File: src/rtl/keypad_pkg.sv
// Shared definitions for the keypad scanner/emulator pair: FSM encoding,
// matrix geometry and keyCode field layout.
package keypad_pkg;

    localparam int KEY_ROWS = 4;
    localparam int KEY_COLS = 4;
    localparam int CODE_W   = 5;
    localparam int ROW_LSB  = 2;
    localparam int COL_LSB  = 0;

    localparam logic [CODE_W-1:0] KEY_NONE = 5'd16;

    typedef enum logic [2:0] {
        ST_IDLE,
        ST_BOUNCE_IN,
        ST_HOLD,
        ST_BOUNCE_OUT,
        ST_GAP
    } state_e;

    function automatic logic key_valid(input logic [CODE_W-1:0] code);
        return (code < KEY_NONE);
    endfunction

    function automatic int max3(input int a, input int b, input int c);
        int m;
        m = (a > b) ? a : b;
        return (m > c) ? m : c;
    endfunction

endpackage

File: src/rtl/keypad_matrix_emu_if.sv
// Press-command handshake between a requester (master) and the keypad emulator (slave).
interface keypad_matrix_emu_if;
    import keypad_pkg::*;

    logic              pressReq;
    logic [CODE_W-1:0] keyCode;
    logic              pressAck;
    logic              busy;
    logic [CODE_W-1:0] pressedKey;

    modport master (output pressReq, keyCode, input pressAck, busy, pressedKey);
    modport slave  (input pressReq, keyCode, output pressAck, busy, pressedKey);

endinterface

File: src/rtl/keypad_phase_timer.sv
// Shared phase down-counter: loads (length-1) on phase entry, flags zero at phase end.
module keypad_phase_timer #(
    parameter int W = 4
) (
    input  logic         CLK,
    input  logic         RST,
    input  logic         load_i,
    input  logic [W-1:0] value_i,
    output logic         zero_o,
    output logic         nxt_lsb_o
);

    logic [W-1:0] cnt_q, cnt_d;

    always_comb begin
        cnt_d = cnt_q;
        if (load_i)
            cnt_d = value_i;
        else if (cnt_q != '0)
            cnt_d = cnt_q - 1'b1;
    end

    always_ff @(posedge CLK or posedge RST) begin
        if (RST) cnt_q <= '0;
        else     cnt_q <= cnt_d;
    end

    assign zero_o    = (cnt_q == '0);
    assign nxt_lsb_o = cnt_d[0];

endmodule

File: src/rtl/keypad_matrix_emu.sv
// 4x4 keypad switch-matrix emulator: closes one contact per press command.
// Contact chatter on press/release is built only with KEYPAD_EMU_BOUNCE_EN.
module keypad_matrix_emu
    import keypad_pkg::*;
#(
    parameter int HOLD_CYC   = 16,
    parameter int BOUNCE_CYC = 4,
    parameter int GAP_CYC    = 8
) (
    input  logic                CLK,
    input  logic                RST,
    input  logic [KEY_COLS-1:0] keyCols,
    output logic [KEY_ROWS-1:0] keyRows,
    keypad_matrix_emu_if.slave  cmd
);

    localparam int MAX_LEN = max3(HOLD_CYC, BOUNCE_CYC, GAP_CYC);
    localparam int CW      = (MAX_LEN > 1) ? $clog2(MAX_LEN) : 1;

    localparam logic [CW-1:0] HOLD_LD = CW'(HOLD_CYC - 1);
    localparam logic [CW-1:0] GAP_LD  = CW'(GAP_CYC - 1);

    if (HOLD_CYC < 1 || BOUNCE_CYC < 1 || GAP_CYC < 1) begin : g_bad_param
        $error("keypad_matrix_emu: phase lengths must be nonzero");
    end

    state_e            state_q, state_d;
    logic              contact_q, contact_d;
    logic [CODE_W-1:0] code_q, code_d;
    logic [CODE_W-1:0] pk_q, pk_d;
    logic              accept, load, tmr_zero, cnt_lsb;
    logic [CW-1:0]     load_val;

    keypad_phase_timer #(.W(CW)) u_timer (
        .CLK       (CLK),
        .RST       (RST),
        .load_i    (load),
        .value_i   (load_val),
        .zero_o    (tmr_zero),
        .nxt_lsb_o (cnt_lsb)
    );

    assign accept = cmd.pressReq && (state_q == ST_IDLE);

`ifdef KEYPAD_EMU_BOUNCE_EN
    localparam logic [CW-1:0] BOUNCE_LD  = CW'(BOUNCE_CYC - 1);
    // Parity of the cycle index within a bounce phase; chatter starts closed on press.
    logic phase_odd;
    assign phase_odd = cnt_lsb ^ BOUNCE_LD[0];
`else
    logic unused_cnt_lsb;
    assign unused_cnt_lsb = cnt_lsb;
`endif

    always_comb begin
        state_d  = state_q;
        load     = 1'b0;
        load_val = '0;
        case (state_q)
            ST_IDLE: if (accept) begin
                load = 1'b1;
`ifdef KEYPAD_EMU_BOUNCE_EN
                state_d  = ST_BOUNCE_IN;
                load_val = BOUNCE_LD;
`else
                state_d  = ST_HOLD;
                load_val = HOLD_LD;
`endif
            end
`ifdef KEYPAD_EMU_BOUNCE_EN
            ST_BOUNCE_IN: if (tmr_zero) begin
                state_d  = ST_HOLD;
                load     = 1'b1;
                load_val = HOLD_LD;
            end
            ST_HOLD: if (tmr_zero) begin
                state_d  = ST_BOUNCE_OUT;
                load     = 1'b1;
                load_val = BOUNCE_LD;
            end
            ST_BOUNCE_OUT: if (tmr_zero) begin
                state_d  = ST_GAP;
                load     = 1'b1;
                load_val = GAP_LD;
            end
`else
            ST_HOLD: if (tmr_zero) begin
                state_d  = ST_GAP;
                load     = 1'b1;
                load_val = GAP_LD;
            end
`endif
            ST_GAP: if (tmr_zero) state_d = ST_IDLE;
            default: state_d = ST_IDLE;
        endcase
    end

    // Contact and pressedKey are computed from next state so they line up with state_q.
    always_comb begin
        contact_d = 1'b0;
        case (state_d)
            ST_HOLD:       contact_d = 1'b1;
`ifdef KEYPAD_EMU_BOUNCE_EN
            ST_BOUNCE_IN:  contact_d = ~phase_odd;
            ST_BOUNCE_OUT: contact_d = phase_odd;
`endif
            default:       contact_d = 1'b0;
        endcase
        code_d = accept ? cmd.keyCode : code_q;
        pk_d   = (contact_d && key_valid(code_d)) ? code_d : KEY_NONE;
    end

    always_ff @(posedge CLK or posedge RST) begin
        if (RST) begin
            state_q   <= ST_IDLE;
            contact_q <= 1'b0;
            code_q    <= KEY_NONE;
            pk_q      <= KEY_NONE;
        end else begin
            state_q   <= state_d;
            contact_q <= contact_d;
            code_q    <= code_d;
            pk_q      <= pk_d;
        end
    end

    // Zero-latency path from column drive to row sense, like a real switch.
    always_comb begin
        keyRows = '0;
        if (contact_q && key_valid(code_q))
            keyRows[code_q[ROW_LSB +: 2]] = keyCols[code_q[COL_LSB +: 2]];
    end

    assign cmd.pressAck   = accept && !RST;
    assign cmd.busy       = (state_q != ST_IDLE);
    assign cmd.pressedKey = pk_q;

endmodule
File: src/flat_wrapper.sv
// flat-port wrapper written by rule: the top's interface ports become plain ports
module keypad_matrix_emu_flat import keypad_pkg::*;
#(
    parameter int HOLD_CYC   = 16,
    parameter int BOUNCE_CYC = 4,
    parameter int GAP_CYC    = 8
)
  (CLK, RST, keyCols, keyRows, cmd_pressReq, cmd_keyCode, cmd_pressAck, cmd_busy, cmd_pressedKey);
  keypad_matrix_emu_if cmd_i ();
  input  logic CLK;
  input  logic RST;
  input  logic [KEY_COLS-1:0] keyCols;
  output logic [KEY_ROWS-1:0] keyRows;
  input wire logic [$bits(cmd_i.pressReq)-1:0] cmd_pressReq;
  input wire logic [$bits(cmd_i.keyCode)-1:0] cmd_keyCode;
  output wire logic [$bits(cmd_i.pressAck)-1:0] cmd_pressAck;
  output wire logic [$bits(cmd_i.busy)-1:0] cmd_busy;
  output wire logic [$bits(cmd_i.pressedKey)-1:0] cmd_pressedKey;
  assign cmd_i.pressReq = cmd_pressReq;
  assign cmd_i.keyCode = cmd_keyCode;
  assign cmd_pressAck = cmd_i.pressAck;
  assign cmd_busy = cmd_i.busy;
  assign cmd_pressedKey = cmd_i.pressedKey;
  keypad_matrix_emu #(.HOLD_CYC(HOLD_CYC), .BOUNCE_CYC(BOUNCE_CYC), .GAP_CYC(GAP_CYC)) u_core (.CLK(CLK), .RST(RST), .keyCols(keyCols), .keyRows(keyRows), .cmd(cmd_i));
endmodule
File: config.mk
export PLATFORM = sky130hd
export DESIGN_NAME = keypad_matrix_emu_flat
export DESIGN_NICKNAME = d
export VERILOG_FILES = /design/src/rtl/keypad_pkg.sv /design/src/rtl/keypad_matrix_emu_if.sv /design/src/rtl/keypad_phase_timer.sv /design/src/rtl/keypad_matrix_emu.sv /design/src/flat_wrapper.sv
export SDC_FILE = /design/constraint.sdc
export NUM_CORES = 1
export LEC_CHECK = 0
export CORE_MARGIN = 2
export CORE_UTILIZATION = 25
export CTS_BUF_LIST = sky130_fd_sc_hd__clkbuf_8
export DETAILED_ROUTE_END_ITERATION = 8
export GPL_TIMING_DRIVEN = 0
export PLACE_DENSITY_LB_ADDON = 0.2
export SLEW_MARGIN = 25
export SYNTH_ARGS = -nofsm -noshare
export SYNTH_HDL_FRONTEND = slang
export SYNTH_SLANG_ARGS = --single-unit
File: constraint.sdc
create_clock -name CLK -period 3.4 [get_ports CLK]
set_clock_uncertainty 0.15 [all_clocks]
set_input_delay 0.68 -clock CLK [delete_from_list [all_inputs] [get_ports CLK]]
set_output_delay 0.68 -clock CLK [all_outputs]
set_load 0.05 [all_outputs]
After elaboration in Yosys (flattened, before gate mapping)
Cells that the tools add are included.
{ "classes": {"addsub": 1, "n_lt_le_gt_ge": 5, "eq_ne": 3, "muxes": 20, "n_bitwise": 1, "n_reduce_logical": 11} }
{ "op_table": {"columns": ["operator", "n"], "rows": [
  ["$mux 4", 4],
  ["$mux 3", 4],
  ["$lt 5x5->1 const B", 2],
  ["$mux 5", 2],
  ["$pmux 3 s3", 1],
  ["$pmux 4 s2", 1],
  ["$eq 3x2->1 const B", 2],
  ["$lt 2x3->1 const B", 2],
  ["$logic_and 1x1->1", 5],
  ["$mux 1", 5],
  ["$and 4x4->4", 1],
  ["$logic_not 4->1", 1],
  ["$reduce_bool 4->1", 1],
  ["$sub 4x1->4 const B", 1],
  ["$eq 3x3->1 const B", 1],
  ["$logic_not 3->1", 1],
  ["$reduce_bool 3->1", 1],
  ["$bmux 1 s2", 1],
  ["$demux 1 s2", 1],
  ["$ge 2x1->1 const B", 1],
  ["$pmux 1 s2", 1],
  ["$reduce_bool 2->1", 1],
  ["$logic_not 1->1", 1]
]} }
{ "word_totals": {"reg_bits": 18, "input_bits": 12, "output_inout_bits": 11} }

Longest topological paths before layout
Gate-level depths: netlist of run 1.
{ "depth": {"ltp_word": 8, "depth_mapped": 5, "mapped_depth_nobuf": 5} }

By module
Synthesis of run 1 repeated with hierarchy kept, for this count alone.
{ "unflattened": {"hier_cells": 88, "area_unflattened_um2": 877.1} }
{ "by_module_without_submodules": {"columns": ["mod", "instances", "cells_each", "area_each_um2", "seq_area_each_um2"], "rows": [
  ["keypad_matrix_emu", 1, 67, 681.9, 352.8],
  ["keypad_phase_timer", 1, 21, 195.2, 100.1]
]} }

Worst setup path before layout of run 1
Ideal clock, no wire load.
{ "synth_timing": {"path_kind": "input-to-output", "from": "in keyCols[1]", "to": "out keyRows[0]", "t_arrival_ns": 2.431, "t_required_ns": 2.570, "path_slack_ns": 0.139, "cell_stages": 3, "path_buffers": 0, "path_cell_list": "mux4_2 > nand2_1 > nor4_1"} }
{ "synth_via": {"elab_chain_len": 4} }
{ "synth_lines": {"columns": ["item", "line_no", "rtl"], "rows": [
  ["start, declared", "flat_wrapper.sv:12", "input logic [KEY_COLS-1:0] keyCols;"],
  ["$bmux 1 s2", "keypad_matrix_emu.sv:131", "keyRows[code_q[ROW_LSB +: 2]] = keyCols[code_q[COL_LSB +: 2]];"],
  ["$mux 1 (not written as such)", "keypad_matrix_emu.sv:131", null],
  ["$and 4x4->4 (no source line)", null, null],
  ["$mux 4", "keypad_matrix_emu.sv:130", "if (contact_q && key_valid(code_q))"],
  ["end, declared", "flat_wrapper.sv:13", "output logic [KEY_ROWS-1:0] keyRows;"]
]} }
No other way between the ends. The select of a mux whose other input is x is not followed.

Worst setup path in the final report of run 1
{ "layout_timing": {"from": "in keyCols[1]", "to": "out keyRows[2]"} }
Same word-level chain as after synthesis.

==> results of run 1 <==
==> cell families (layout without fill, tap and decap cells) <==
logic type               after synthesis  count (layout)
AND/OR/NAND/NOR                       34              34
flip-flops                            18              18
AO/OA/AOI/OAI                         14              14
buffers and inverters                  9              34
adder cells (fa/ha/maj)                1               1
other                                  1               1
multiplexers                           1               1
==> synth_stat cells (all sizes together) <==
master / instances / area (sq um)
o21ai: 3 / 15.01
ha: 1 / 12.51
buf: 2 / 18.77
o31ai: 1 / 7.510
a32oi: 1 / 8.760
nor4: 3 / 18.77
or3: 2 / 12.51
a32o: 3 / 30.03
nand2: 13 / 48.80
conb: 1 / 3.750
nor4b: 1 / 15.01
inv: 7 / 26.28
dfstp: 2 / 52.55
or3b: 1 / 8.760
a211o: 1 / 8.760
nor3b: 3 / 32.53
o32ai: 1 / 16.27
mux4: 1 / 22.52
or4b: 1 / 10.01
nand2b: 1 / 6.260
dfrtp: 16 / 400.4
a21oi: 4 / 20.02
nor2: 4 / 15.01
nand3b: 2 / 15.01
nor3: 3 / 15.01
==> cell type report <==
type	instances	area, sq um
repair buffers	22	221.5
multi-input cells	51	342.8
inverters	7	26.28
plain buffers	2	18.77
flip-flops and latches	18	452.9
fillers	341	2123
clock buffers	3	41.29
well taps	46	57.56
==> worst register-to-register path, stage by stage, from the launching register on <==
cell and delay (ns):
sky130_fd_sc_hd__dfrtp_1 0.40, sky130_fd_sc_hd__inv_1 0.06, sky130_fd_sc_hd__ha_1 0.20, sky130_fd_sc_hd__nor3b_1 0.50, sky130_fd_sc_hd__nor3b_2 0.15, sky130_fd_sc_hd__a32o_1 0.24
==> flip-flops by register name, summed over array words and instances, names as in the netlist <==
name / flops
u_core.cmd.pressedKey: 5
u_core.contact_q: 1
u_core.code_q: 5
u_core.u_timer.cnt_q: 4
u_core.state_q: 3
==> worst min-delay path by stage <==
stage | endpoint | cells after the start | slack, ns | from
global placement | u_core.code_q[4] | 2 | 0.33 | u_core.code_q[4]
CTS | u_core.code_q[4] | 2 | 0.35 | u_core.code_q[4]
global route | u_core.u_timer.cnt_q[0] | 1 | 0.37 | u_core.u_timer.cnt_q[0]
floorplan | u_core.u_timer.cnt_q[0] | 1 | 0.31 | u_core.u_timer.cnt_q[0]
detailed placement | u_core.code_q[4] | 2 | 0.34 | u_core.code_q[4]
finish | u_core.u_timer.cnt_q[0] | 1 | 0.34 | u_core.u_timer.cnt_q[0]
==> per-layer routing <==
layer  vias to the layer above  wire length, um  global-route usage
li1                        330                -                   -
met1                       298              792              0.1170
met4                         0                8             0.03647
met3                         2               69             0.02484
met2                        14              837              0.1622
met5                         -                0                   0
==> power breakdown <==
group	switching [uW]	internal [uW]
Sequential	40.6	264
Clock	61.8	78.3
Combinational	107	85.0
==> timing repair <==
action,4_1_cts,5_1_grt
buffers inserted,0,0
endpoints found under the hold margin,0,0
setup endpoints to repair,1,1
hold buffers,0,0
gates resized for setup,1,1
==> per-stage QoR <==
| stage | hold slack [ns] | setup slack (ns) |
|---|---|---|
| after global placement | 0.3320 | -0.06809 |
| final | 0.3436 | 0.06231 |
| after floorplan | 0.3090 | 0.1393 |
| after global routing | 0.3652 | 0.01323 |
| after CTS | 0.3484 | 0.03888 |
| after detailed placement | 0.3378 | -0.07626 |
==> impl.org, run 1 <==
** Synthesis
- Share of the yosys chip area belonging to registers :: 0.5387
- Of the total synthesized cell area, the portion taken by XOR and XNOR cells is 0.
- Of the post-synthesis cell area, the part taken by muxes is 0.02679.
- The complex-gate fraction of the synthesized area was 0.1265.
- Synth Register Bits :: 18
- Of the total synthesized cell area, the portion taken by full adders, half adders and majority gates is 0.01488.
- Synthesis produced 78 cells.
- Synthesized netlist net count :: 91
- Yosys warnings :: 0
- Simple-gate share of the synthesized area :: 0.2351
- After synthesis the cells add up to 840.8 sq um.
- Mean post-synth cell area :: 10.78 sq um
- The synthesized netlist contains 28 unique library cells.
- After synthesis, the largest family of logic cells by area is simple AND/OR/NAND/NOR gates.

** Floorplanning
- Pin placement for this block handled 23 I/O pins.
- Initial standard-cell utilization of the core :: 0.2560
- Measured along the y axis, the die boundary spans 62.00 um.
- Floorplan die area :: 0.003843 sq mm
- Area of the core :: 0.003284 sq mm
- In this run the horizontal extent of the chip is 62.00 um.
- Row cnt :: 21

** Routing
- Dividing the detail-routed via count by the number of cells gives 4.322.
- For this block, the initial DRC count from the detailed router was 14.
- Post-Route WL :: 1708 um
- After detailed routing, the number of remaining DRC violations is 0.
- Residual antenna-violating net count after detailed routing :: 0
- Dividing the detail-routed wire length by the instance count gives 11.46 um.
- Across all layers, the routed design uses 644 vias.
- Before antenna repair, the detailed router went through 4 iterations.

** STA
- Setup total negative slack on the finished layout was measured at 0 ns.
- Final setup viols :: 0
- After layout, the minimum clock period comes to 3.338 ns.
- In this run the tightest slew margin relative to its limit is 0.5711.
- Count of final hold-check violations :: 0
- Of the available clock period, the critical path in the final layout requires 0.9817.
- The final count of pins violating max slew is 0.
- Peak clock frequency supported by timing :: 299.6 MHz
- Setup repair after global routing left no endpoint under its margin.
- Transition at the pin with the smallest max-transition slack :: 0.6427 ns

** Setup path
- Counting stages on the worst path, the most repeated cell is sky130_fd_sc_hd__clkdlybuf4s50_1.
- The startpoint identified for the worst register-to-register timing path is u_core.u_timer.cnt_q[0].
- The critical path runs through a total of 5 cells.
- Largest fanout on the critical path :: 4
- STA classifies the critical path startpoint as a primary input.
- Worst-case reg-to-reg path depth :: 5
- Crit. End Element :: output port
- Slowest cell on the critical path :: sky130_fd_sc_hd__clkdlybuf4s50_1
- The critical path ends at keyRows[2].
- Among cell families on the critical path, the largest total delay comes from buffers and inverters.
- For this run, the slowest stage of the critical path takes 0.85 ns.
- CP Class :: in2out
- Data arrives at the worst endpoint at 2.51 ns.
- Reg2reg setup slack :: 1.59 ns
- Capture instance of the worst register-to-register path :: u_core.cmd.pressedKey[1]
- Launch point of the critical path :: keyCols[1]
- Required time worst endpoint :: 2.57 ns
- Counting both buffers and inverters, the worst setup path holds a total of 2.
- The signal on the critical path passes through clkdlybuf4s50_1 > mux4_2 > nand2_1 > nor4_1 > clkdlybuf4s50_1.

** Global routing
- Number of antenna violations at the first check in global routing :: 0
- Via count of the first global-routing pass :: 612
- For this run, the total global-route usage over all layers was measured as 0.09605.
- Summed over all layers, the global routing overflow is 0.
- The first global-routing pass estimated 2677 um of wire.
- Maximum number of pins on one net before global-route repair :: 19

** Place
- Port Buf Inserts :: 22
- HPWL Detailed :: 1291 um
- Routability cong. :: 0.6947
- Including well taps, the total number of placed cells is 146.
- In this run the cell area measured after placement is 0.001119 sq mm.

** Clock tree
- Clock latency on the worst-skew pair, taken at its later pin, is 0.24 ns.
- TritonCTS built the clock tree.
- The tree is rooted in a sky130_fd_sc_hd__clkbuf_8.
- Number of levels in the clock H-tree :: 1
- Total clock buffers created by CTS :: 3
- Maximum buffer depth of the clock tree :: 2
- After clock tree synthesis, the clock-pin slew on the worst setup and hold paths is 0.06 ns.
- Sinks on Clock Net :: 18

** Final layout
- Diodes inserted :: 0
- Area grow syn2layout :: 38.09%
- Most frequent standard cell in the layout excluding fill and tap cells :: sky130_fd_sc_hd__clkdlybuf4s50_1
- Commonest cells after routing, fill and taps aside :: sky130_fd_sc_hd__clkdlybuf4s50_1, sky130_fd_sc_hd__dfrtp_1, sky130_fd_sc_hd__nand2_1
- Proportion of layout cells with a drive suffix above 1 :: 0.1262
- After the flow finishes, the layout carries non-filler instances totaling 149.
- Finished Cell Area :: 0.001161 sq mm
- Layout Utilization :: 0.3535
- After the last flow step, the layout net total stands at 118.

** Worst hold path
- Class of the tightest hold or removal check :: reg2reg

** Status
- Outcome :: finished, final reports clean

** Power
- In this run the power density over the cells is 549.1 mW/mm^2.
- For this design the static power due to leakage is 0.0005059 uW.
- After layout, the design draws a total of 637.5 uW.
- Worst VDD drop :: 0.0001392 V

** Flow run
- Max-cap violations in this run came to 0.
(Power assumes the default switching activity.)
==> run 2: changes to the inputs <==
Settings changed: CAP_MARGIN from default to 40.
==> results of run 2 <==
Same layout as run 1: the final DEF is identical, and so are final timing and power.
